==> src/rtl/barrel_shifter_8bit.sv <==
// Registered 8-bit logical right barrel shifter: out <= in >> ctrl, zero fill.
// Three log-shift mux stages (1, 2, 4) feed a single output register.

module barrel_shifter_8bit_stage #(
    parameter int SHIFT = 1
) (
    input  logic [7:0] din,
    input  logic       sel,
    output logic [7:0] dout
);
    always_comb begin
        dout = din;
        if (sel) dout = din >> SHIFT;
    end
endmodule

module barrel_shifter_8bit (
    input  logic       clk,
    input  logic       rst,
    input  logic [7:0] in,
    input  logic [2:0] ctrl,
    output logic [7:0] out
);
    // stg[g] is the input of stage g; stg[3] is the fully shifted word
    logic [3:0][7:0] stg;
    logic [7:0]      out_d;
    logic [7:0]      out_q;

    assign stg[0] = in;

    genvar g;
    generate
        for (g = 0; g < 3; g++) begin : g_stage
            barrel_shifter_8bit_stage #(.SHIFT(1 << g)) u_stage (
                .din  (stg[g]),
                .sel  (ctrl[g]),
                .dout (stg[g+1])
            );
        end
    endgenerate

    always_comb begin
        out_d = stg[3];
    end

    always_ff @(posedge clk or posedge rst) begin
        if (rst) out_q <= 8'h00;
        else     out_q <= out_d;
    end

    assign out = out_q;
endmodule

==> config.mk <==
export PLATFORM = sky130hd
export DESIGN_NAME = barrel_shifter_8bit
export DESIGN_NICKNAME = d
export VERILOG_FILES = /design/src/rtl/barrel_shifter_8bit.sv
export SDC_FILE = /design/constraint.sdc
export NUM_CORES = 1
export LEC_CHECK = 0
export ABC_CLOCK_PERIOD_IN_PS = 1000
export CAP_MARGIN = 20
export CORE_AREA = 2 2 39 41
export CTS_CLUSTER_DIAMETER = 60
export DETAILED_ROUTE_END_ITERATION = 12
export DIE_AREA = 0 0 41 43
export MAX_ROUTING_LAYER = met4
export PLACE_DENSITY_LB_ADDON = 0.25
export SYNTH_ARGS = -nofsm -noshare
export SYNTH_HDL_FRONTEND = slang
export SYNTH_SLANG_ARGS = --single-unit
==> constraint.sdc <==
create_clock -name clk -period 1 [get_ports clk]
set_input_delay 0.1 -clock clk [delete_from_list [all_inputs] [get_ports clk]]
set_output_delay 0.1 -clock clk [all_outputs]
set_load 0.02 [all_outputs]
**Word level (Yosys, flattened, before mapping)**

Cells that the tools add are included.

- Register bits after elaboration: 8
- Input bits: 13
- Logic and storage cells: 4

- Multiplexer cells: 3

Operators with widths:

| operator | number |
|---|---|
| $mux 8 | 3 |

**Longest topological paths before layout**

Gate-level depths: netlist of the first run.

- Depth after elaboration: 3
- Depth in mapped cells: 4
- Depth with buffers taken out: 3

**Modules after synthesis**

Synthesis of the first run repeated with hierarchy kept, for this count alone.

- Cell total of the unflattened synthesis: 36
- Area, all modules: 554.3 um^2

Modules (own cells, without submodules):

| module | instances | cells an instance | area an instance (um^2) | seq. area each (um^2) |
|---|---|---|---|---|
| barrel_shifter_8bit | 1 | 9 | 203.9 | 200.2 |
| barrel_shifter_8bit_stage at g_stage[0].u_stage | 1 | 9 | 125.1 | 0.0 |
| barrel_shifter_8bit_stage at g_stage[1].u_stage | 1 | 9 | 118.9 | 0.0 |
| barrel_shifter_8bit_stage at g_stage[2].u_stage | 1 | 9 | 106.4 | 0.0 |

**Worst setup path before layout of the first run**

OpenSTA, ideal clock, no wires.

- Path type: input-to-reg
- Start: input port ctrl[2]
- End: register out_q[0], in the netlist out[0]
- Data arrival time: 0.962 ns
- Required time: 0.862 ns
- Setup slack: -0.100 ns
- Stages: 3
- Path buffers: 1
- Cell sequence: buf_6 -> mux2_4 -> mux4_2

- Word-level cells in the longest chain between the ends: 1

Ends and longest elaborated chain:

| item | RTL line | RTL |
|---|---|---|
| start, declared | 21 | `input logic [2:0] ctrl,` |
| $mux 8 | 13 | `if (sel) dout = din >> SHIFT;` |
| named net g_stage[2].u_stage.dout[0] | 9 | `output logic [7:0] dout` |
| end signal, assigned | 48 | `else out_q <= out_d;` |
| end, declared | 27 | `logic [7:0] out_q;` |

The timed path passes the listed nets, and every way through them passes these cells.

**Final worst setup path of the first run**

- Start: input port in[5]
- End: register out_q[0], in the netlist out[0]

- Word-level cells in the longest chain between the ends: 3

Ends and longest elaborated chain:

| item | RTL line | RTL |
|---|---|---|
| start, declared | 20 | `input logic [7:0] in,` |
| $mux 8 (3 in series) | 13 |  |
| named net g_stage[2].u_stage.dout[0] | 9 |  |

The timed path passes the listed nets, and every way through them passes these cells.

==> qor.yml, run 1 <==
status:
  status: "completed"
timing:
  fin_crit_sh_pct: 96.97
  max_slew_margin_pct: 81.97
  period_needed_ns: 0.9697
  timing.hold.ws_ns: 0.09081
  slew_violations: 0
  finalSetupViolCount: 0
  worstMarginPinSlew_ns: 0.2701
  rsz0062_at_grt: "no"
  fmax_ghz: 1.031
  final_hold_viol_count: 0
yosys:
  synth_top_area_cell: "dfrtp_1"
  yosysTopAreaCellShare_pct: 42.11
  synth_nets: 54
  synth_edf_count: 0
  avgSynthCellArea_um2: 11.60
  synth_commonest_cells: "dfrtp_1 (8), mux2_2 (4), mux2i_1 (4)"
  yosysWarnings: 0
  yosysSeqAreaShare_pct: 42.11
  synth.most_common_cell: "dfrtp_1"
  syn_area_um2: 475.5
  synthCells: 41
  synth_area_leaders: "dfrtp_1 (42%), mux2_2 (9.5%), mux4_2 (9.5%)"
  yosys_register_bits: 8
  ys_async_sr_fraction_pct: 100.0
  ys.flop_type: "dfrtp_1"
  synth.distinct_cells: 19
placement:
  io_buffers: 20
  dp_hpwl_um: 837.5
  postPlaceCellArea_um2: 742.0
  gp_congestion: 0.7864
  dp.cells: 83
route:
  drc: 0
  wl_met3_um: 91
  wl_per_cell_um: 11.82
  wl_met2_um: 567
  drtAntennaViolNets: 0
  wl_um: 1064
  wirelength_met1_um: 383
  vias: 440
  vias_per_cell: 4.889
  topRoutingLayerUsed: "met4"
  drt-initial-drc-count: 1
  firstDrtPassIters: 4
setup_path:
  critical_path.cell_chain: "dlygate4sd2_1 > mux2_2 > mux4_2"
  path_max_fanout: 3
  startpoint_type: "primary input"
  cpMaxStageDelayCell: "mux4_2"
  cp_data_arrival_time_ns: 1.09
  worstPathRequired_ns: 1.12
  criticalPathCategory: "primary input to flip-flop"
  crit_path_end_kind: "flip-flop"
  critPathBufInv: 1
  cp_top_family: "multiplexers"
  critical-path-max-stage-delay_ns: 0.45
global_route:
  grt_max_degree: 9
  grt_antenna_before_repair: 0
  grtUsageTotal_pct: 16.20
  overflow: 0
  first_global_vias: 468
  grt_pass1_wl_um: 1876
clock_tree:
  numClockSinks: 8
  htreeDepth: 1
  root_buffer: "clkbuf_4"
  cts-buffers-inserted: 3
  clock_path_buffers: 2
  tritoncts: "yes"
  clkTransAtPathRegs_ns: 0.05
cells_and_area:
  drive_gt1_share_pct: 45.95
  design_area_um2: 764.5
  fin_util_pct: 55.24
  top_regs: "out (8)"
  nets: 89
  largest_reg_flops: 8
  multi_input_area_um2: 250.2
  largest_register: "out"
  syn2layout_area_growth_pct: 60.79
  antenna_cells: 0
  ff_latch_area_um2: 200.2
  fillers: 152
  final-instance-count-excl-fill: 90
hold_path:
  hold_class: "primary input to asynchronous set/reset pin"
power:
  power_leakage_nw: 0.3995
  ir_drop_mv: 0.4008
  p_per_area_nw_per_um2: 1119
die:
  die_area_um2: 1763
  ios: 21
  die_h_um: 43
  start_util_pct: 34.36
  rows: 14
  coreArea_um2: 1384
  die_w_um: 41
job:
  cap_violations: 0
==> power by group <==
group / total, mW / leakage [nW] / internal (mW) / switching, mW
clock network: 0.234 / 0.0138 / 0.136 / 0.0972
registers: 0.356 / 0.102 / 0.350 / 0.00584
logic: 0.267 / 0.284 / 0.142 / 0.125
==> placed cells by master, fill, tap and decap left out, drive strengths merged <==
cell type and count:
nor4b 1, nand2 2, dlygate4sd2 10, dfrtp 8, a211oi 1, clkbuf 11, o21ai 1, nand3 1
mux2 6, o22ai 1, a21oi 2, and3b 1, mux2i 4, clkdlybuf4s50 1, nor3 1, mux4 2
inv 3, o31ai 1, nor2 3, buf 14
==> metrics by stage <==
stage / setup WS [ns] / power (mW) / setup TNS (ns)
after global routing: 0.01710 / 0.9005 / 0
after CTS: 0.006081 / 0.8826 / 0
after global placement: -0.6544 / 0.6415 / -3.011
after floorplan: -0.09688 / 0.5032 / -0.09688
final: 0.03028 / 0.8558 / 0
after detailed placement: -0.6943 / 0.6443 / -3.086
==> layer usage <==
metal	track usage, %	vias up
met1	18.21	198
li1	-	215
met4	10.00	0
met5	-	-
met2	25.94	23
met3	1.571	4
==> cells by family (layout without fill, tap and decap cells) <==
family / count (synthesis) / in the layout / share of synthesized area (%)
compound gates: 6 / 6 / 7.633
flops: 8 / 8 / 42.10
simple gates: 9 / 9 / 9.736
buf+inv: 6 / 39 / 6.842
mux: 12 / 12 / 33.68
==> path summary, 6_finish.rpt <==
kind	startpoint	to	depth (start not counted)
max in group asynchronous	rst	out[7]$_DFF_PP0_	2
worst max-delay path	in[5]	out[0]$_DFF_PP0_	3
worst min-delay path	rst	out[3]$_DFF_PP0_	2
min in group clk	ctrl[2]	out[4]$_DFF_PP0_	3
==> layout make-up <==
cell class	instances	share of cell area [%]
multi-input combinational	27	32.73
tap	16	2.619
timing repair buffer	33	34.04
clock buffer	3	2.946
inverter	3	1.473
sequential	8	26.19
==> timing repair <==
item,in CTS,in global routing
endpoints found under the setup margin,13,8
hold buffers,0,0
gates resized for setup,34,8
pin swaps,0,0
gates cloned,0,0
buffers inserted,4,0
No activity file was read; power rests on OpenSTA's default activity.
==> inputs of run 2 (changes only) <==
- DONT_BUFFER_PORTS: unset -> 1
- RECOVER_POWER: unset -> 100
==> qor.yml, run 2 (same netlist as run 1, synthesis figures left out) <==
setup_path:
  critPathBufInv: 1  # unchanged
  crit_path_end_kind: "flip-flop"
  path_max_fanout: 8  # +5
  cp_top_family: "buffers and inverters"
  worstPathRequired_ns: 1.14  # +0.02 ns
  critical-path-max-stage-delay_ns: 0.62  # +0.17 ns
  critical_path.cell_chain: "dlygate4sd3_1 > o31ai_1"
  criticalPathCategory: "primary input to flip-flop"
  cp_data_arrival_time_ns: 1.01  # -0.08 ns
  startpoint_type: "primary input"
  cpMaxStageDelayCell: "dlygate4sd3_1"
cells_and_area:
  mostFrequentLayoutCells: "dfrtp_1 (8), mux2i_1 (4), dlygate4sd3_1 (4)"
  top_regs: "out (8)"
  nets: 60  # -33%
  final_common_cell: "dfrtp_1"
  antenna_cells: 0  # unchanged
  fillers: 143  # -5.9%
  largest_register: "out"
  largest_reg_flops: 8  # unchanged
  design_area_um2: 543.0  # -29%
  syn2layout_area_growth_pct: 14.21
  drive_gt1_share_pct: 24.44  # -22 points
route:
  drc: 0  # unchanged
  vias: 336  # -24%
  drtAntennaViolNets: 0  # unchanged
  vias_per_cell: 5.508  # +13%
  wl_per_cell_um: 16.51  # +40%
  drt-initial-drc-count: 0  # -1
  firstDrtPassIters: 1  # -3
  wl_um: 1007  # -5.4%
clock_tree:
  cts-buffers-inserted: 3  # unchanged
  tritoncts: "yes"
  htreeDepth: 1  # unchanged
  root_buffer: "clkbuf_4"
  clkTransAtPathRegs_ns: 0.05  # about the same
  numClockSinks: 8  # unchanged
  clock_path_buffers: 2  # unchanged
timing:
  tns_ns: 0  # unchanged
  slew_violations: 0  # unchanged
  fin_crit_sh_pct: 87.43  # -9.5 points
  rsz0062_at_grt: "no"
  final_hold_viol_count: 0  # unchanged
  worstMarginPinSlew_ns: 0.2826  # +0.01251 ns
  finalSetupViolCount: 0  # unchanged
  finalWorstSetupSlack_ns: 0.1257  # +0.09538 ns
  fmax_ghz: 1.144  # +11%
  period_needed_ns: 0.8743  # -0.09538 ns
  timing.hold.ws_ns: 0.02213  # -0.06869 ns
  max_slew_margin_pct: 81.14  # -0.84 points
status:
  status: "completed"
die:
  start_util_pct: 34.36  # unchanged
  die_w_um: 41  # unchanged
  ios: 21  # unchanged
  rows: 14  # unchanged
  die_h_um: 43  # unchanged
  coreArea_um2: 1384  # unchanged
  die_area_um2: 1763  # unchanged
global_route:
  grtUsageTotal_pct: 14.97  # -1.2 points
  overflow: 0  # unchanged
  grt_antenna_before_repair: 0  # unchanged
  first_global_vias: 380  # -19%
  grt_max_degree: 10  # +1
  grt_pass1_wl_um: 1690  # -9.9%
hold_path:
  hold_class: "primary input to flip-flop"
placement:
  io_buffers: 0  # -100%
  pre_cts_ws_ns: -0.01512  # +0.6792 ns
  dp_hpwl_um: 789.7  # -5.7%
  gp_congestion: 0.7266  # -7.6%
  postPlaceCellArea_um2: 474.2  # -36%
job:
  cap_violations: 0  # unchanged
power:
  p_per_area_nw_per_um2: 1350  # +21%
  ir_drop_mv: 0.3862  # -3.7%
  power_leakage_nw: 0.2478  # -38%
==> run 2: worst paths after layout <==
check                                   end  cells past startpoint     from
worst max-delay path       out[3]$_DFF_PP0_                      2  ctrl[1]
worst min-delay path       out[2]$_DFF_PP0_                      2  ctrl[1]
max in group asynchronous  out[5]$_DFF_PP0_                      2      rst
min in group asynchronous  out[6]$_DFF_PP0_                      2      rst
==> run 2: repair_timing <==
action / 4_1_cts / 5_1_grt
buffers inserted: 0 / 0
hold buffers: 4 / 0
setup endpoints to repair: 0 / 1
gates resized for setup: 0 / 1
endpoints found under the hold margin: 14 / 0
==> run 2: per-layer routing <==
metal	vias to the layer above	wire [um]	GRT usage [%]
li1	157	-	-
met1	155	371	17.28
met2	22	503	22.19
met3	2	124	4.712
met4	0	6	8.000
met5	-	0	-
==> run 2: layout make-up <==
cell class | instances | area (um^2) | share of cell area [%]
multi-input cells | 27 | 249.0 | 45.85
flip-flops and latches | 8 | 200.2 | 36.87
repair buffers | 4 | 40.04 | 7.373
clock buffers | 3 | 22.52 | 4.147
well taps | 16 | 20.02 | 3.687
inverters | 3 | 11.26 | 2.074
==> run 2: stage by stage <==
stage,std cells,power (mW),utilization [%]
floorplan,41,0.5032,-
global placement,54,0.4922,34.27
detailed placement,54,0.4977,34.27
CTS,61,0.7517,38.79
global route,61,0.7766,39.24
finish,61,0.7329,39.24
==> run 2: power breakdown <==
group / switching, mW / internal, mW
clock network: 0.0884 / 0.136
logic: 0.0462 / 0.0686
registers: 0.0435 / 0.350
total: 0.178 / 0.555
